## config.mk

```make
export PLATFORM = sky130hd
export DESIGN_NAME = sockit_spi_regq
export DESIGN_NICKNAME = d
export VERILOG_FILES = /design/src/rtl/sockit_spi_pkg.sv /design/src/rtl/sockit_spi_fifo.sv /design/src/rtl/sockit_spi_regq.sv
export SDC_FILE = /design/constraint.sdc
export NUM_CORES = 1
export LEC_CHECK = 0
export ABC_CLOCK_PERIOD_IN_PS = 6000
export BUFFER_PORTS_ARGS = -buffer_cell sky130_fd_sc_hd__buf_2
export CAP_MARGIN = 20
export CORE_AREA = 8 8 155 266
export CTS_CLUSTER_DIAMETER = 50
export DETAILED_ROUTE_END_ITERATION = 10
export DIE_AREA = 0 0 163 274
export GPL_TIMING_DRIVEN = 0
export MAX_ROUTING_LAYER = met4
export PLACE_DENSITY = 0.69
export SETUP_SLACK_MARGIN = 0.4
export SLEW_MARGIN = 15
export SYNTH_ARGS = -nofsm -noshare
export SYNTH_HDL_FRONTEND = slang
export SYNTH_HIERARCHICAL = 1
export SYNTH_SLANG_ARGS = --single-unit
```

## constraint.sdc

```tcl
create_clock -name clk -period 6 [get_ports clk]
set_input_delay 1.2 -clock clk [delete_from_list [all_inputs] [get_ports clk]]
set_output_delay 1.2 -clock clk [all_outputs]
set_load 0.1 [all_outputs]
```

## src/rtl/sockit_spi_pkg.sv

```systemverilog
// Shared constants and types for the SPI master register block.
// Holds the CPU register address map, status/irq bit positions and the
// command FIFO entry layout used by sockit_spi_regq.
package sockit_spi_pkg;

    // CPU word addresses of the register map
    localparam logic [2:0] ADR_CFG = 3'd0;
    localparam logic [2:0] ADR_PAR = 3'd1;
    localparam logic [2:0] ADR_CTL = 3'd2;
    localparam logic [2:0] ADR_DAT = 3'd3;
    localparam logic [2:0] ADR_IRQ = 3'd4;
    localparam logic [2:0] ADR_DMA = 3'd5;
    localparam logic [2:0] ADR_ROF = 3'd6;
    localparam logic [2:0] ADR_WOF = 3'd7;

    // status register flag positions (levels live in [7:0] and [15:8])
    localparam int STS_CMD_FULL  = 16;
    localparam int STS_CMD_EMPTY = 17;
    localparam int STS_DAT_FULL  = 18;
    localparam int STS_DAT_EMPTY = 19;

    // irq register: status bits at the bottom, enables from bit 16 up
    localparam int IRQ_CMD_EMPTY = 0;
    localparam int IRQ_DAT_AVAIL = 1;
    localparam int IRQ_TSK_RDY   = 2;
    localparam int IRQ_EN_LSB    = 16;

    // one queued SPI command: control word on top of the data word
    typedef struct packed {
        logic [11:0] ctl;
        logic [31:0] dat;
    } cmd_entry_t;

endpackage

```

## src/rtl/sockit_spi_fifo.sv

```systemverilog
// Synchronous show-ahead FIFO: o_data always presents the oldest entry.
// Depth is 2**AW; level counts 0..2**AW so it needs AW+1 bits. Pushes into
// a full FIFO and pops from an empty one are dropped. Storage is not reset,
// only the pointers are.
module sockit_spi_fifo #(
    parameter int DW = 8,
    parameter int AW = 2
) (
    input  logic          clk,
    input  logic          rst,
    input  logic          i_push,
    input  logic [DW-1:0] i_data,
    input  logic          i_pop,
    output logic [DW-1:0] o_data,
    output logic          o_full,
    output logic          o_empty,
    output logic [AW:0]   o_level
);

    localparam int DEPTH = 1 << AW;

    logic [DW-1:0] r_mem [DEPTH];
    logic [AW:0]   r_wr;
    logic [AW:0]   r_rd;
    logic          w_push;
    logic          w_pop;

    assign w_push  = i_push & ~o_full;
    assign w_pop   = i_pop & ~o_empty;
    assign o_level = r_wr - r_rd;
    // level never exceeds DEPTH, so its top bit alone marks full
    assign o_full  = o_level[AW];
    assign o_empty = (r_wr == r_rd);
    assign o_data  = r_mem[r_rd[AW-1:0]];

    // advance read/write pointers
    always_ff @(posedge clk) begin
        if (rst) begin
            r_wr <= '0;
            r_rd <= '0;
        end else begin
            if (w_push) r_wr <= r_wr + 1'b1;
            if (w_pop)  r_rd <= r_rd + 1'b1;
        end
    end

    // write storage
    always_ff @(posedge clk) begin
        if (w_push) r_mem[r_wr[AW-1:0]] <= i_data;
    end

endmodule

```

## src/rtl/sockit_spi_regq.sv

```systemverilog
// CPU register block for the SPI master with queued command output and
// queued data input. Optional interrupt register enabled by defining
// SOCKIT_SPI_REGQ_IRQ_EN; without it adr 4 reads 0 and reg_irq stays low.
// Bus handshake: an access is accepted on the cycle it is presented with
// reg_wrq=0; while reg_wrq=1 the CPU holds the access and nothing in the
// block changes for it. Command output pops on cmo_vld&cmo_rdy, data input
// pushes on cmi_vld&cmi_rdy.
module sockit_spi_regq #(
    parameter logic [31:0] CFG_RST = 32'h00000000,
    parameter logic [31:0] CFG_MSK = 32'hffffffff,
    parameter logic [31:0] ADR_ROF = 32'h00000000,
    parameter logic [31:0] ADR_WOF = 32'h00000000,
    parameter int          CCO     = 12,
    parameter int          CCI     = 4,
    parameter int          CDW     = 32,
    parameter int          CFD     = 2,
    parameter int          DFD     = 2,
    parameter int          SSN     = 8
) (
    input  logic           clk,
    input  logic           rst,
    input  logic           reg_wen,
    input  logic           reg_ren,
    input  logic [2:0]     reg_adr,
    input  logic [31:0]    reg_wdt,
    output logic [31:0]    reg_rdt,
    output logic           reg_wrq,
    output logic           reg_err,
    output logic           reg_irq,
    output logic [31:0]    spi_cfg,
    output logic [31:0]    adr_rof,
    output logic [31:0]    adr_wof,
    output logic           cmo_vld,
    output logic [CCO-1:0] cmo_ctl,
    output logic [CDW-1:0] cmo_dat,
    input  logic           cmo_rdy,
    input  logic           cmi_vld,
    input  logic [CCI-1:0] cmi_ctl,
    input  logic [CDW-1:0] cmi_dat,
    output logic           cmi_rdy,
    output logic           tsk_vld,
    output logic [31:0]    tsk_ctl,
    input  logic [31:0]    tsk_sts,
    input  logic           tsk_rdy
);

    logic [31:0]        r_cfg, r_rof, r_wof;
    logic [CDW-1:0]     r_dat;
    logic               w_wrq, w_cmd_push, w_cmd_pop, w_dat_push, w_dat_pop;
    logic [CCO-1:0]     w_cmd_ctl;
    logic [CCO+CDW-1:0] w_cmd_head;
    logic               w_cmd_full, w_cmd_empty, w_dat_full, w_dat_empty;
    logic [CFD:0]       w_cmd_lvl;
    logic [DFD:0]       w_dat_lvl;
    logic [CDW-1:0]     w_dat_head;
    logic [31:0]        w_sts, w_par, w_irq_rdt;
    logic               w_irq_feat;
    logic               w_unused;

    // command control field ignored on the input side
    assign w_unused = ^cmi_ctl;

    // wait request: full command queue, empty data queue, or busy DMA engine
    always_comb begin
        w_wrq = 1'b0;
        case (reg_adr)
            sockit_spi_pkg::ADR_CTL: w_wrq = reg_wen & w_cmd_full;
            sockit_spi_pkg::ADR_DAT: w_wrq = reg_ren & w_dat_empty;
            sockit_spi_pkg::ADR_DMA: w_wrq = (reg_wen | reg_ren) & ~tsk_rdy;
            default:                 w_wrq = 1'b0;
        endcase
    end

    assign reg_wrq    = w_wrq;
    assign reg_err    = reg_wen & (reg_adr == sockit_spi_pkg::ADR_PAR);
    assign w_cmd_push = reg_wen & (reg_adr == sockit_spi_pkg::ADR_CTL) & ~w_wrq;
    assign w_cmd_pop  = ~w_cmd_empty & cmo_rdy;
    assign w_dat_push = cmi_vld & ~w_dat_full;
    assign w_dat_pop  = reg_ren & (reg_adr == sockit_spi_pkg::ADR_DAT) & ~w_wrq;
    assign w_cmd_ctl  = CCO'({reg_wdt[12:8], reg_wdt[6:0]});

    assign tsk_vld = reg_wen & (reg_adr == sockit_spi_pkg::ADR_DMA) & ~w_wrq;
    assign tsk_ctl = reg_wdt;

    sockit_spi_fifo #(.DW(CCO + CDW), .AW(CFD)) u_cmd_fifo (
        .clk     (clk),
        .rst     (rst),
        .i_push  (w_cmd_push),
        .i_data  ({w_cmd_ctl, r_dat}),
        .i_pop   (w_cmd_pop),
        .o_data  (w_cmd_head),
        .o_full  (w_cmd_full),
        .o_empty (w_cmd_empty),
        .o_level (w_cmd_lvl)
    );

    sockit_spi_fifo #(.DW(CDW), .AW(DFD)) u_dat_fifo (
        .clk     (clk),
        .rst     (rst),
        .i_push  (w_dat_push),
        .i_data  (cmi_dat),
        .i_pop   (w_dat_pop),
        .o_data  (w_dat_head),
        .o_full  (w_dat_full),
        .o_empty (w_dat_empty),
        .o_level (w_dat_lvl)
    );

    assign cmo_vld = ~w_cmd_empty;
    assign cmo_ctl = w_cmd_head[CCO+CDW-1:CDW];
    assign cmo_dat = w_cmd_head[CDW-1:0];
    assign cmi_rdy = ~w_dat_full;

    // plain configuration, offset and data-latch registers
    always_ff @(posedge clk) begin
        if (rst) begin
            r_cfg <= CFG_RST;
            r_rof <= ADR_ROF;
            r_wof <= ADR_WOF;
            r_dat <= '0;
        end else if (reg_wen) begin
            case (reg_adr)
                sockit_spi_pkg::ADR_CFG: r_cfg <= (CFG_RST & ~CFG_MSK) | (reg_wdt & CFG_MSK);
                sockit_spi_pkg::ADR_DAT: r_dat <= reg_wdt[CDW-1:0];
                sockit_spi_pkg::ADR_ROF: r_rof <= reg_wdt;
                sockit_spi_pkg::ADR_WOF: r_wof <= reg_wdt;
                default: ;
            endcase
        end
    end

    assign spi_cfg = r_cfg;
    assign adr_rof = r_rof;
    assign adr_wof = r_wof;

    // status word: queue levels and full/empty flags
    always_comb begin
        w_sts                                = 32'd0;
        w_sts[7:0]                           = 8'(w_cmd_lvl);
        w_sts[15:8]                          = 8'(w_dat_lvl);
        w_sts[sockit_spi_pkg::STS_CMD_FULL]  = w_cmd_full;
        w_sts[sockit_spi_pkg::STS_CMD_EMPTY] = w_cmd_empty;
        w_sts[sockit_spi_pkg::STS_DAT_FULL]  = w_dat_full;
        w_sts[sockit_spi_pkg::STS_DAT_EMPTY] = w_dat_empty;
    end

    assign w_par = {22'd0, w_irq_feat, 3'(DFD), 3'(CFD), 3'(SSN - 1)};

`ifdef SOCKIT_SPI_REGQ_IRQ_EN
    logic [2:0] r_irq_sts, r_irq_en, w_irq_evt, w_irq_clr, w_irq_sts_nxt, w_irq_en_nxt;
    logic       r_irq, r_tsk_rdy_d, w_irq_wr;

    assign w_irq_feat = 1'b1;
    assign w_irq_wr   = reg_wen & (reg_adr == sockit_spi_pkg::ADR_IRQ);

    // interrupt sources; new events win over a same-cycle clear
    always_comb begin
        w_irq_evt = 3'd0;
        w_irq_evt[sockit_spi_pkg::IRQ_CMD_EMPTY] = w_cmd_pop & ~w_cmd_push &
                                                   (w_cmd_lvl == {{CFD{1'b0}}, 1'b1});
        w_irq_evt[sockit_spi_pkg::IRQ_DAT_AVAIL] = w_dat_push & w_dat_empty;
        w_irq_evt[sockit_spi_pkg::IRQ_TSK_RDY]   = tsk_rdy & ~r_tsk_rdy_d;
        w_irq_clr     = w_irq_wr ? reg_wdt[2:0] : 3'd0;
        w_irq_sts_nxt = (r_irq_sts & ~w_irq_clr) | w_irq_evt;
        w_irq_en_nxt  = w_irq_wr ? reg_wdt[sockit_spi_pkg::IRQ_EN_LSB +: 3] : r_irq_en;
    end

    // irq status/enable and the registered request line
    always_ff @(posedge clk) begin
        if (rst) begin
            r_irq_sts <= 3'd0;
            r_irq_en  <= 3'd0;
            r_irq     <= 1'b0;
        end else begin
            r_irq_sts <= w_irq_sts_nxt;
            r_irq_en  <= w_irq_en_nxt;
            r_irq     <= |(w_irq_sts_nxt & w_irq_en_nxt);
        end
    end

    // tsk_rdy history tracks the pin through reset so no false edge follows it
    always_ff @(posedge clk) begin
        r_tsk_rdy_d <= tsk_rdy;
    end

    assign reg_irq   = r_irq;
    assign w_irq_rdt = {13'd0, r_irq_en, 13'd0, r_irq_sts};
`else
    assign w_irq_feat = 1'b0;
    assign reg_irq    = 1'b0;
    assign w_irq_rdt  = 32'd0;
`endif

    // combinational read mux
    always_comb begin
        reg_rdt = 32'd0;
        case (reg_adr)
            sockit_spi_pkg::ADR_CFG: reg_rdt = r_cfg;
            sockit_spi_pkg::ADR_PAR: reg_rdt = w_par;
            sockit_spi_pkg::ADR_CTL: reg_rdt = w_sts;
            sockit_spi_pkg::ADR_DAT: reg_rdt = 32'(w_dat_head);
            sockit_spi_pkg::ADR_IRQ: reg_rdt = w_irq_rdt;
            sockit_spi_pkg::ADR_DMA: reg_rdt = tsk_sts;
            sockit_spi_pkg::ADR_ROF: reg_rdt = r_rof;
            sockit_spi_pkg::ADR_WOF: reg_rdt = r_wof;
            default:                 reg_rdt = 32'd0;
        endcase
    end

endmodule
```

* Word level (Yosys, flattened, before mapping)
Memories as Yosys holds them, arrays and structs flattened. A register that Yosys moved wholly into a read port is not among the register bits.
Cells that the tools add are included.
** Storage, ports and cells
- Output and inout bits :: 210
- Word-level logic and storage cells :: 63
- Bits in writable memories :: 304
- Register bits :: 140
- Memories kept :: 2
- Input port bits :: 110
** Memory list
- u_cmd_fifo.r_mem :: words 4, width 44, read ports 1, clocked after memory_dff 1, wr ports 1, line sockit_spi_fifo.sv:22 : logic [DW-1:0] r_mem [DEPTH];
- u_dat_fifo.r_mem :: words 4, width 32, read ports 1, clocked after memory_dff 1, wr ports 1, line sockit_spi_fifo.sv:22
** Operators by class
- Mux-type cells :: 10
- Bitwise gates (word level) :: 23
- Reductions and logical operators :: 5
- Equality and inequality tests :: 9
- $add $sub $neg :: 6
** Operators by type and width (count)
- 32-bit case mux with 8 select lines :: 1
- 1-bit AND :: 16
- 3-bit by 1-bit adder with 3-bit output, second input constant :: 4
- 3-bit equality test, second input constant :: 4
- 2-bit two-way mux :: 4
- 2-bit AND reduction :: 4
- 3-bit by 2-bit equality test with 1-bit output, second input constant :: 2
- 3-bit equality test :: 2
- 1-bit NOT :: 6
- 3-bit subtractor :: 2
- 1-bit two-way mux :: 4
- 3-bit by 1-bit equality test with 1-bit output, second input constant :: 1
- 3-bit zero test :: 1
- 1-bit case mux with 3 select lines :: 1
- 1-bit OR :: 1

* Depth between registers and ports, before layout
Gate-level depths: netlist of the first run.
- Word-level depth :: 8
- Depth in mapped cells :: 9
- Mapped depth without buffers :: 9

* By module
The synthesis of the first run kept the hierarchy.
** By module, submodules not included
- sockit_spi_fifo (u_cmd_fifo) :: seq. area each 5445.2 um2, area an instance 6869.1 um2, cells an instance 287, instances 1
- sockit_spi_regq :: seq. area each 2562.5 um2, area an instance 6419.9 um2, cells an instance 798, instances 1
- sockit_spi_fifo (u_dat_fifo) :: seq. area each 4003.8 um2, area an instance 5144.9 um2, cells an instance 224, instances 1

* Worst setup path after synthesis of the first run
Ideal clock, no wire load.
- Kind :: input-to-output
- From :: input reg_adr[1]
- To :: output reg_rdt[7]
- Data required time :: 4.800 ns
- Path slack :: 0.727 ns
- Arrival time :: 4.073 ns
- Cell stages on the path :: 5
- Path buffers :: 2
- Cell sequence :: buf_4 -> buf_2 -> a21o_1 -> o21ai_0 -> a221oi_1
** On the way
- Longest elaborated chain between the ends :: 2
- Elaborated cells on any way between the ends :: 9
- Those cells by class :: eq/ne: 7; mux: 1; reduce/logical: 1
** Ends and longest elaborated chain
- start: declaration :: line sockit_spi_regq.sv:24 : input logic [2:0] reg_adr,
- 3-bit equality test, or another cell as far along :: line sockit_spi_regq.sv:197 : case (reg_adr)
- 32-bit case mux with 8 select lines * :: line sockit_spi_regq.sv:197
- end: declaration :: line sockit_spi_regq.sv:26 : output logic [31:0] reg_rdt,
Every way passes the cells marked *; elsewhere a longest branch is shown, timed or not.

* Final worst setup path of the first run
- From :: register u_cmd_fifo.r_wr[0]
- To :: output reg_rdt[16]
** On the way
- Longest elaborated chain between the ends :: 2
** Ends and longest elaborated chain
- start: declaration :: line sockit_spi_fifo.sv:23 : logic [AW:0] r_wr;
- start signal: assignment :: line sockit_spi_fifo.sv:42 : if (w_push) r_wr <= r_wr + 1'b1;
- 3-bit subtractor :: line sockit_spi_fifo.sv:30 : assign o_level = r_wr - r_rd;
- named net w_cmd_full :: line sockit_spi_regq.sv:52 : logic w_cmd_full, w_cmd_empty, w_dat_full, w_dat_empty;
- 32-bit case mux with 8 select lines :: line sockit_spi_regq.sv:197
The timed path passes the listed nets, and every way through them passes these cells.

==> reports/qor.yml, run 1 <==
status: "complete, no violations"
initial_core_util: 0.493
clock_skew_ns: 0.0186
hold_path.class: "reg2reg"
die_area_sq_mm: 0.0447
clock.fmax_ghz: 0.216
cts.sinks: 448
slew_headroom: 0.330
ys_warn_count: 6
htreeDepth: 2
instances_no_fill: 2182
synth_seq_cells: 448
hold_buffers: 0
dr.first_iter.drc_count: 871
drtPass1Iterations: 8
cp-start-kind: "flop"
post_drt_wl_per_cell_microns: 24.7
die_h_microns: 274
nNetsFinal: 1790
ys_seq_area_frac: 0.652
gp_congestion: 0.934
synth_ff_type: "edfxtp_1"
finalCritPeriodShare: 0.773
drive_gt1_frac: 0.385
rsz0062_at_grt: "false"
place_inst: 2102
core-area_sq_mm: 0.0374
post-route-min-period_ns: 4.64
layout_commonest_cell: "buf_2"
clock_latency_ns: 0.55
syn-mean-instance-area_sq_um: 14.1
io_buffer_count: 313
finalSetupTns_ns: 0
end_kind: "primary output"
vias: 12178
root_buffer: "clkbuf_16"
fp.dieW_microns: 163
cts_resized: 0
grt_pass1_vias: 12543
cp_data_required_time_ns: 4.80
synth_edf_count: 304
synth.distinct_cells: 51
ios: 320
slew_viol_final: 0
grt_usage: 0.246
syn_area_sq_mm: 0.0184
ant_nets: 0
arrival_ns: 3.44
clk_pin_slew_ns: 0.07
grt_pass1_wl_microns: 79200
grt.overflow.total: 0
hold_viol: 0
avgViaCountPerCell: 5.58
powerDensity_mw_per_mm2: 307
synth_nets: 1435
area_growth_pct: 18.8
max_cap_viol_count: 0
place_hpwl_microns: 41000
cts_tree: "built"
routed_wl_microns: 54000
ys_async_sr_fraction: 0
peakVddDrop_mv: 0.309
layout_common_cells: "buf_2, edfxtp_1, nand2_1"
antenna_found_initial: 6
max_slew.worst_pin.slew_ns: 1.01
fp-row-count: 94
clk_path_buf_depth: 3
grt_start_max_net_pins: 45
drc_errors: 0
p_leak_nw: 7.89
setup_viol_count_final: 0
syn_inst: 1309
numCtsBuffers: 40
cp_max_fo: 4
fin_hold_ws_ns: 0.476
cts_setup_buffers: 0
crit_type: "reg2out"
==> registers in the layout (all words and copies together) (netlist names), named ones only <==
| signal | count |
|---|---|
| u_cmd_fifo/r_rd | 3 |
| r_dat | 32 |
| u_cmd_fifo/r_mem | 176 |
| adr_wof | 32 |
| spi_cfg | 32 |
| u_cmd_fifo/r_wr | 3 |
| u_dat_fifo/r_mem | 128 |
| u_dat_fifo/r_wr | 3 |
| adr_rof | 32 |
| u_dat_fifo/r_rd | 3 |
==> worst max-delay path: stages, from the launching register on <==
cell and delay [ns]:
dfxtp_1 0.38, inv_1 0.12, ha_1 0.23, fa_1 0.41, xnor2_2 0.19, xnor2_1 0.47
nand2b_1 0.19, a22oi_1 0.08, o22ai_1 0.32, buf_2 0.49
==> logic make-up (layout without fill, tap and decap cells) <==
kind of cell | after synthesis | after routing | synth area share
xor gates and xnor gates | 6 | 6 | 0.00366
AOI/OAI and AO/OA | 211 | 211 | 0.0766
adders and majority gates | 16 | 16 | 0.0117
and+or+nand+nor | 358 | 358 | 0.0872
DFF | 448 | 448 | 0.652
other | 1 | 7 | 0.000203
muxes | 127 | 127 | 0.126
buffers and inverters | 142 | 529 | 0.0428
==> stage by stage <==
stage	setup WS [ns]	total power [mW]	utilization	instance area, sq um
6_report	1.36	6.74	0.586	21900
5_1_grt	1.28	6.91	0.586	21900
4_1_cts	1.40	6.78	0.585	21900
3_5_place_dp	1.53	4.28	0.551	20600
3_3_place_gp	1.51	4.27	0.551	20600
2_1_floorplan	0.727	4.05	-	18400
==> area by class of cell <==
type | instances | area [sq um]
timing repair buffer | 313 | 1570
fill | 3062 | 15500
multi-input combinational | 719 | 5640
antenna | 6 | 15.0
sequential | 448 | 12000
clock buffer | 51 | 1090
clock inverter | 23 | 191
tap | 480 | 601
inverter | 19 | 71.3
buffer | 123 | 717
==> report_power, final <==
group / internal [mW] / total, mW / switching [mW]
Combinational: 0.176 / 0.815 / 0.640
Sequential: 3.36 / 3.40 / 0.0342
Clock: 1.39 / 2.52 / 1.13
==> cells in the mapped netlist, types with 3 or more instances <==
| cell | count | share of area |
|---|---|---|
| edfxtp_1 | 304 | 0.50 |
| nand2_1 | 244 | 0.050 |
| dfxtp_1 | 144 | 0.16 |
| a21oi_1 | 105 | 0.029 |
| mux4_2 | 80 | 0.098 |
| buf_2 | 45 | 0.012 |
| buf_4 | 38 | 0.015 |
| a221oi_1 | 37 | 0.018 |
| nand2_2 | 31 | 0.011 |
| a21oi_2 | 30 | 0.014 |
| mux2_2 | 30 | 0.018 |
| nor2_1 | 29 | 0.0059 |
| clkbuf_1 | 27 | 0.0055 |
| inv_1 | 19 | 0.0039 |
| ha_1 | 14 | 0.0095 |
| mux2i_1 | 13 | 0.0071 |
| a22oi_1 | 10 | 0.0041 |
| nor2b_1 | 9 | 0.0031 |
| and2_1 | 8 | 0.0027 |
| and2_2 | 8 | 0.0033 |
| nand4_1 | 7 | 0.0024 |
| o21ai_0 | 7 | 0.0019 |
| o2bb2ai_1 | 7 | 0.0033 |
| buf_1 | 6 | 0.0012 |
| buf_6 | 6 | 0.0037 |
| nand2b_1 | 5 | 0.0017 |
| xnor2_1 | 4 | 0.0019 |
| and4b_1 | 3 | 0.0016 |
| nand3_1 | 3 | 0.00081 |
==> metal layers <==
metal / part of all wire / vias to the layer above / track usage
met3: 0.057 / 157 / 0.0369
li1: - / 5534 / -
met5: 0 / - / -
met4: 0.058 / 0 / 0.136
met2: 0.52 / 490 / 0.425
met1: 0.36 / 5997 / 0.266
==> path summary, 6_finish.rpt <==
check | startpoint | to | slack, ns | cells after the start
setup / recovery | u_cmd_fifo/r_wr[0]$_SDFFE_PP0P_ | reg_rdt[16] | 1.36 | 9
hold / removal | adr_wof[17]$_SDFFE_PP0P_ | adr_wof[17]$_SDFFE_PP0P_ | 0.48 | 2
setup reg to reg | u_dat_fifo/r_wr[0]$_SDFFE_PP0P_ | u_dat_fifo/r_mem[3][24]$_DFFE_PP_ | 2.41 | 9
hold reg to reg | adr_wof[17]$_SDFFE_PP0P_ | adr_wof[17]$_SDFFE_PP0P_ | 0.48 | 2
(Power assumes the default switching activity.)
==> inputs of run 2 (changes only) <==
ABC_CLOCK_PERIOD_IN_PS = 4690   (was 6000)
clock period = 4.69 ns   (was 6 ns; I/O delays follow)
==> run 2 against run 1 <==
Against the previous run:
- clock skew decreased by 0.0093 ns
- flip-flop and latch count unchanged
- cell count barely moved
- clock power increased by 33%
- via count is 0.22% higher
- combinational power grew 29%
==> reports/qor.yml, run 2 (synthesis gave the netlist of run 1 again) <==
antenna_found_initial: 4  # -2
cp_data_required_time_ns: 3.75  # -1.05 ns
clk_path_buf_depth: 3  # unchanged
hold_viol: 0  # unchanged
cp-start-kind: "flop"
root_buffer: "clkbuf_16"
io_buffer_count: 313  # unchanged
max_slew.worst_pin.slew_ns: 0.960  # -0.0451 ns
gp_congestion: 0.939  # +0.60%
numCtsBuffers: 40  # unchanged
max_cap_viol_count: 0  # unchanged
clock.fmax_ghz: 0.241
powerDensity_mw_per_mm2: 398  # +30%
fp-row-count: 94  # unchanged
fp.dieW_microns: 163  # unchanged
num-fill-cells: 3089  # +0.88%
initial_core_util: 0.493  # unchanged
place_hpwl_microns: 40800  # -0.52%
avgViaCountPerCell: 5.60  # +0.31%
grt_start_max_net_pins: 45  # unchanged
rsz0062_at_grt: "true"
htreeDepth: 2  # unchanged
largest_reg_flops: 176  # unchanged
status: "complete, no violations"
hold_path.class: "reg2reg"
end_kind: "primary output"
clock_skew_ns: 0.00925  # -0.00935 ns
p_leak_nw: 7.93  # +0.41%
cts_setup_buffers: 0  # unchanged
ant_nets: 0  # unchanged
grt_pass1_wl_microns: 79300  # +0.10%
cts_tree: "built"
setup_viol_count_final: 0  # unchanged
die_h_microns: 274  # unchanged
dp_slack_ns: 0.670  # -0.858 ns
finalSetupTns_ns: 0  # unchanged
clock_latency_ns: 0.55  # about the same
crit_type: "reg2out"
grt.overflow.total: 0  # unchanged
drc_errors: 0  # unchanged
cp_max_fo: 4  # unchanged
layout_common_cells: "buf_2, edfxtp_1, nand2_1"
area_growth_pct: 19.2
ios: 320  # unchanged
vias: 12205  # +0.22%
layout_commonest_cell: "buf_2"
arrival_ns: 3.21  # -0.23 ns
clk_pin_slew_ns: 0.07  # about the same
peakVddDrop_mv: 0.308  # -0.40%
nNetsFinal: 1790  # unchanged
grt_usage: 0.247  # +0.00107
slew_headroom: 0.360  # +0.0300
dr.first_iter.drc_count: 707  # -19%
drive_gt1_frac: 0.385  # unchanged
post_drt_wl_per_cell_microns: 24.9  # +0.80%
slew_viol_final: 0  # unchanged
setup_slack_ns: 0.543  # -0.821 ns
cts.sinks: 448  # unchanged
die_area_sq_mm: 0.0447  # unchanged
grt_pass1_vias: 12740  # +1.6%
post-route-min-period_ns: 4.15
drtPass1Iterations: 5  # -3
finalCritPeriodShare: 0.884
routed_wl_microns: 54400  # +0.71%
core-area_sq_mm: 0.0374  # unchanged
## run 2: path summary, 6_finish.rpt
path,from,to,slack [ns],cells after the start
worst max-delay path,u_dat_fifo/r_wr[0]$_SDFFE_PP0P_,reg_rdt[10],0.54,10
worst min-delay path,adr_wof[22]$_SDFFE_PP0P_,adr_wof[22]$_SDFFE_PP0P_,0.48,2
worst max register to register,u_dat_fifo/r_wr[0]$_SDFFE_PP0P_,u_dat_fifo/r_mem[2][29]$_DFFE_PP_,1.19,9
worst min register to register,adr_wof[22]$_SDFFE_PP0P_,adr_wof[22]$_SDFFE_PP0P_,0.48,2
## run 2: timing repair
| action | 4_1_cts | 5_1_grt |
|---|---|---|
| hold buffers | 0 | 0 |
| endpoints found under the setup margin | 2 | 3 |
| gates resized for setup | 2 | 2 |
## run 2: stage by stage
stage                     utilization  cells  hold WS [ns]  total power, mW  area [sq um]
after floorplan                     -   1309         0.460             5.18         18400
after global placement          0.551   2102         0.452             5.46         20600
after detailed placement        0.551   2102         0.466             5.48         20600
after CTS                       0.587   2176         0.477             8.82         22000
after global routing            0.588   2180         0.499             9.00         22000
final                           0.588   2180         0.476             8.75         22000
## run 2: area by class of cell
cell class,instances,area [sq um],share of cell area
flip-flops and latches,448,12000,0.547
repair buffers,313,1570,0.0716
clock inverters,22,263,0.0120
inverters,19,71.3,0.00325
well taps,480,601,0.0273
clock buffers,52,1080,0.0490
plain buffers,123,717,0.0326
multi-input cells,719,5650,0.257
diodes,4,10.0,0.000455
## run 2: critical path, cell delays in order (launching register included)
cell and delay (ns):
dfxtp_1 0.38, inv_1 0.11, ha_1 0.22, fa_1 0.40, xnor2_2 0.18, xnor2_1 0.44
buf_4 0.19, mux4_2 0.22, nand2_1 0.05, o21ai_1 0.09, clkbuf_4 0.35
## run 2: layer usage
layer	part of all wire	vias to the layer above	GRT usage	wire, microns
met5	0	-	-	0
li1	-	5518	-	-
met3	0.060	119	0.0416	3250
met2	0.53	473	0.436	28900
met1	0.36	6095	0.266	19800
met4	0.044	0	0.111	2400
## run 2: power by group
part           switching (mW)  total [mW]  internal (mW)
sequential             0.0432        4.34           4.30
combinational           0.820        1.05          0.227
clock                    1.44        3.36           1.92
total                    2.31        8.75           6.45
==> inputs of run 3 (changes only) <==
ABC_CLOCK_PERIOD_IN_PS = 3800   (was 4690)
PLACE_DENSITY = 0.72   (was 0.69)
SETUP_SLACK_MARGIN = unset   (was 0.4)
clock period = 3.8 ns   (was 4.69 ns; I/O delays follow)
==> run 3 against run 2 <==
Against the previous run:
- hold slack worse by 0.055 ns
- clock power increased by 28%
- utilization rose by 0.59 points
- global-route usage hardly changed
- clock-buffer cell count did not move
- combinational power increased by 24%
==> reports/qor.yml, run 3 (synthesis gave the netlist of run 1 again) <==
htreeDepth: 2  # unchanged
gp_congestion: 0.938  # -0.12%
max_cap_viol_count: 0  # unchanged
r2r_start: "u_dat_fifo/r_wr[0]$_SDFFE_PP0P_"
post-route-min-period_ns: 3.71
place_inst: 2102  # unchanged
crit_type: "reg2out"
finalCritPeriodShare: 0.977
seq_area_sq_mm: 0.0120  # about the same
clk_pin_slew_ns: 0.07  # about the same
grt.overflow.total: 0  # unchanged
worstSetupStartpoint: "u_dat_fifo/r_wr[0]$_SDFFE_PP0P_"
die_area_sq_mm: 0.0447  # unchanged
fp.dieW_microns: 163  # unchanged
p_leak_nw: 8.02  # +1.2%
setup_viol_count_final: 0  # unchanged
drive_gt1_frac: 0.398  # +0.0126
cts.sinks: 448  # unchanged
r2r-end: "u_dat_fifo/r_mem[0][25]$_DFFE_PP_"
place_hpwl_microns: 41100  # +0.75%
core-area_sq_mm: 0.0374  # unchanged
grt_start_max_net_pins: 45  # unchanged
instances_no_fill: 2190  # +0.46%
multiInputGateArea_sq_mm: 0.00573  # +1.4%
hold_viol: 0  # unchanged
cp_max_fo: 4  # unchanged
endpoint: "reg_rdt[10]"
dr.first_iter.drc_count: 939  # +33%
numCtsBuffers: 42  # +5.0%
peakVddDrop_mv: 0.465  # +51%
switching_share: 0.265  # +0.00195
cts_tree: "built"
grt_usage: 0.247  # +0.000308
cp-start-kind: "flop"
slew_headroom: 0.321  # -0.0389
layout_commonest_cell: "buf_2"
nNetsFinal: 1798  # +0.45%
initial_core_util: 0.493  # unchanged
antenna_found_initial: 5  # +1
routed_wl_microns: 54700  # +0.61%
die_h_microns: 274  # unchanged
drtPass1Iterations: 6  # +1
root_buffer: "clkbuf_16"
worstRegToRegCells: 10  # +1
hold_path.class: "in2reg"
status: "complete, no violations"
fp-row-count: 94  # unchanged
grt_pass1_vias: 12938  # +1.6%
arrival_ns: 2.95  # -0.26 ns
p_comb_frac: 0.119  # about the same
clock.fmax_ghz: 0.269
fin_hold_ws_ns: 0.421  # -0.0546 ns
cp_data_required_time_ns: 3.04  # -0.71 ns
clkPwrFrac: 0.391  # +0.007
num-fill-cells: 2977  # -3.6%
end_kind: "primary output"
clock_skew_ns: 0.0116  # +0.00236 ns
power_frac_seq: 0.490  # -0.006
ant_nets: 0  # unchanged
clock_latency_ns: 0.55  # about the same
vias: 12398  # +1.6%
switching_power_mw: 2.91  # +26%
io_buffer_count: 313  # unchanged
largest_reg_flops: 176  # unchanged
layout_common_cells: "buf_2, edfxtp_1, nand2_1"
p_int_mw: 8.05  # +25%
drc_errors: 0  # unchanged
r2r_setup_slack_ns: 0.39  # -0.80 ns
powerDensity_mw_per_mm2: 494  # +24%
grt_pass1_wl_microns: 79700  # +0.43%
avgViaCountPerCell: 5.66  # +1.1%
max_slew.worst_pin.slew_ns: 1.02  # +0.0584 ns
ios: 320  # unchanged
area_growth_pct: 20.4
post_drt_wl_per_cell_microns: 25.0  # +0.15%
slew_viol_final: 0  # unchanged
clk_path_buf_depth: 3  # unchanged
-- run 3: cell count changes in the layout (fill, tap and decap cells not counted), sizes merged --
cell      previous run  this run
buf                408       414
inv                 23        24
clkinvlp             3         2
clkinv              10        13
diode                4         5
-- run 3: through the flow --
stage	util	instance area [sq um]	setup slack, ns	power [mW]	TNS [ns]
2_1_floorplan	-	18500	0.0290	6.39	0
5_1_grt	0.594	22200	-0.0135	11.2	-0.0135
3_5_place_dp	0.551	20600	0.104	6.76	0
3_3_place_gp	0.551	20600	-0.219	6.74	-35.85
6_report	0.594	22200	0.0887	11.0	0
4_1_cts	0.591	22100	0.0147	11.0	0
-- run 3: critical path, cell delays in order (launching register included) --
cell and delay [ns]:
dfxtp_2 0.37, inv_2 0.07, ha_2 0.19, fa_2 0.43, xnor2_4 0.22, xnor2_4 0.13
buf_4 0.15, mux4_2 0.45, nand2_1 0.10, o21ai_1 0.09, buf_6 0.21
-- run 3: layout make-up --
class,count,share of cell area
Inverter,19,0.00321
Antenna cell,5,0.000564
Clock inverter,25,0.0137
Tap cell,480,0.0271
Buffer,123,0.0328
Multi-Input combinational cell,719,0.258
Sequential cell,448,0.541
Clock buffer,52,0.0499
Timing Repair Buffer,319,0.0733
-- run 3: how the worst min path moves through the flow --
stage                                        start                           endpoint  slack [ns]  depth (start not counted)
after floorplan              r_dat[0]$_SDFFE_PP0P_   u_cmd_fifo/r_mem[0][0]$_DFFE_PP_        0.46                          0
after detailed placement  adr_rof[22]$_SDFFE_PP0P_           adr_rof[22]$_SDFFE_PP0P_        0.47                          2
final                                  cmi_dat[11]  u_dat_fifo/r_mem[0][11]$_DFFE_PP_        0.42                          1
after CTS                               cmi_dat[4]   u_dat_fifo/r_mem[3][4]$_DFFE_PP_        0.40                          1
after global placement    adr_wof[16]$_SDFFE_PP0P_           adr_wof[16]$_SDFFE_PP0P_        0.45                          2
after global routing                    cmi_dat[4]   u_dat_fifo/r_mem[2][4]$_DFFE_PP_        0.41                          1
-- run 3: layer usage --
metal,GRT usage,share of wire
met1,0.265,0.35
met2,0.423,0.52
met3,0.0439,0.069
met5,-,0
met4,0.143,0.058
-- run 3: power groups by stage --
stage                     combinational (mW)  clock (mW)  sequential, mW
after global placement                  1.28           0            5.46
after CTS                               1.30        4.34            5.36
after detailed placement                1.29           0            5.47
final                                   1.30        4.29            5.36
after floorplan                        0.792           0            5.60
after global routing                    1.35        4.53            5.37
-- run 3: what timing repair did --
action	in CTS	in global routing
hold endpoints to repair	0	0
setup endpoints to repair	5	6
resized for setup	14	12
setup buffers	5	1
hold buffers	0	0
pin swaps	4	5
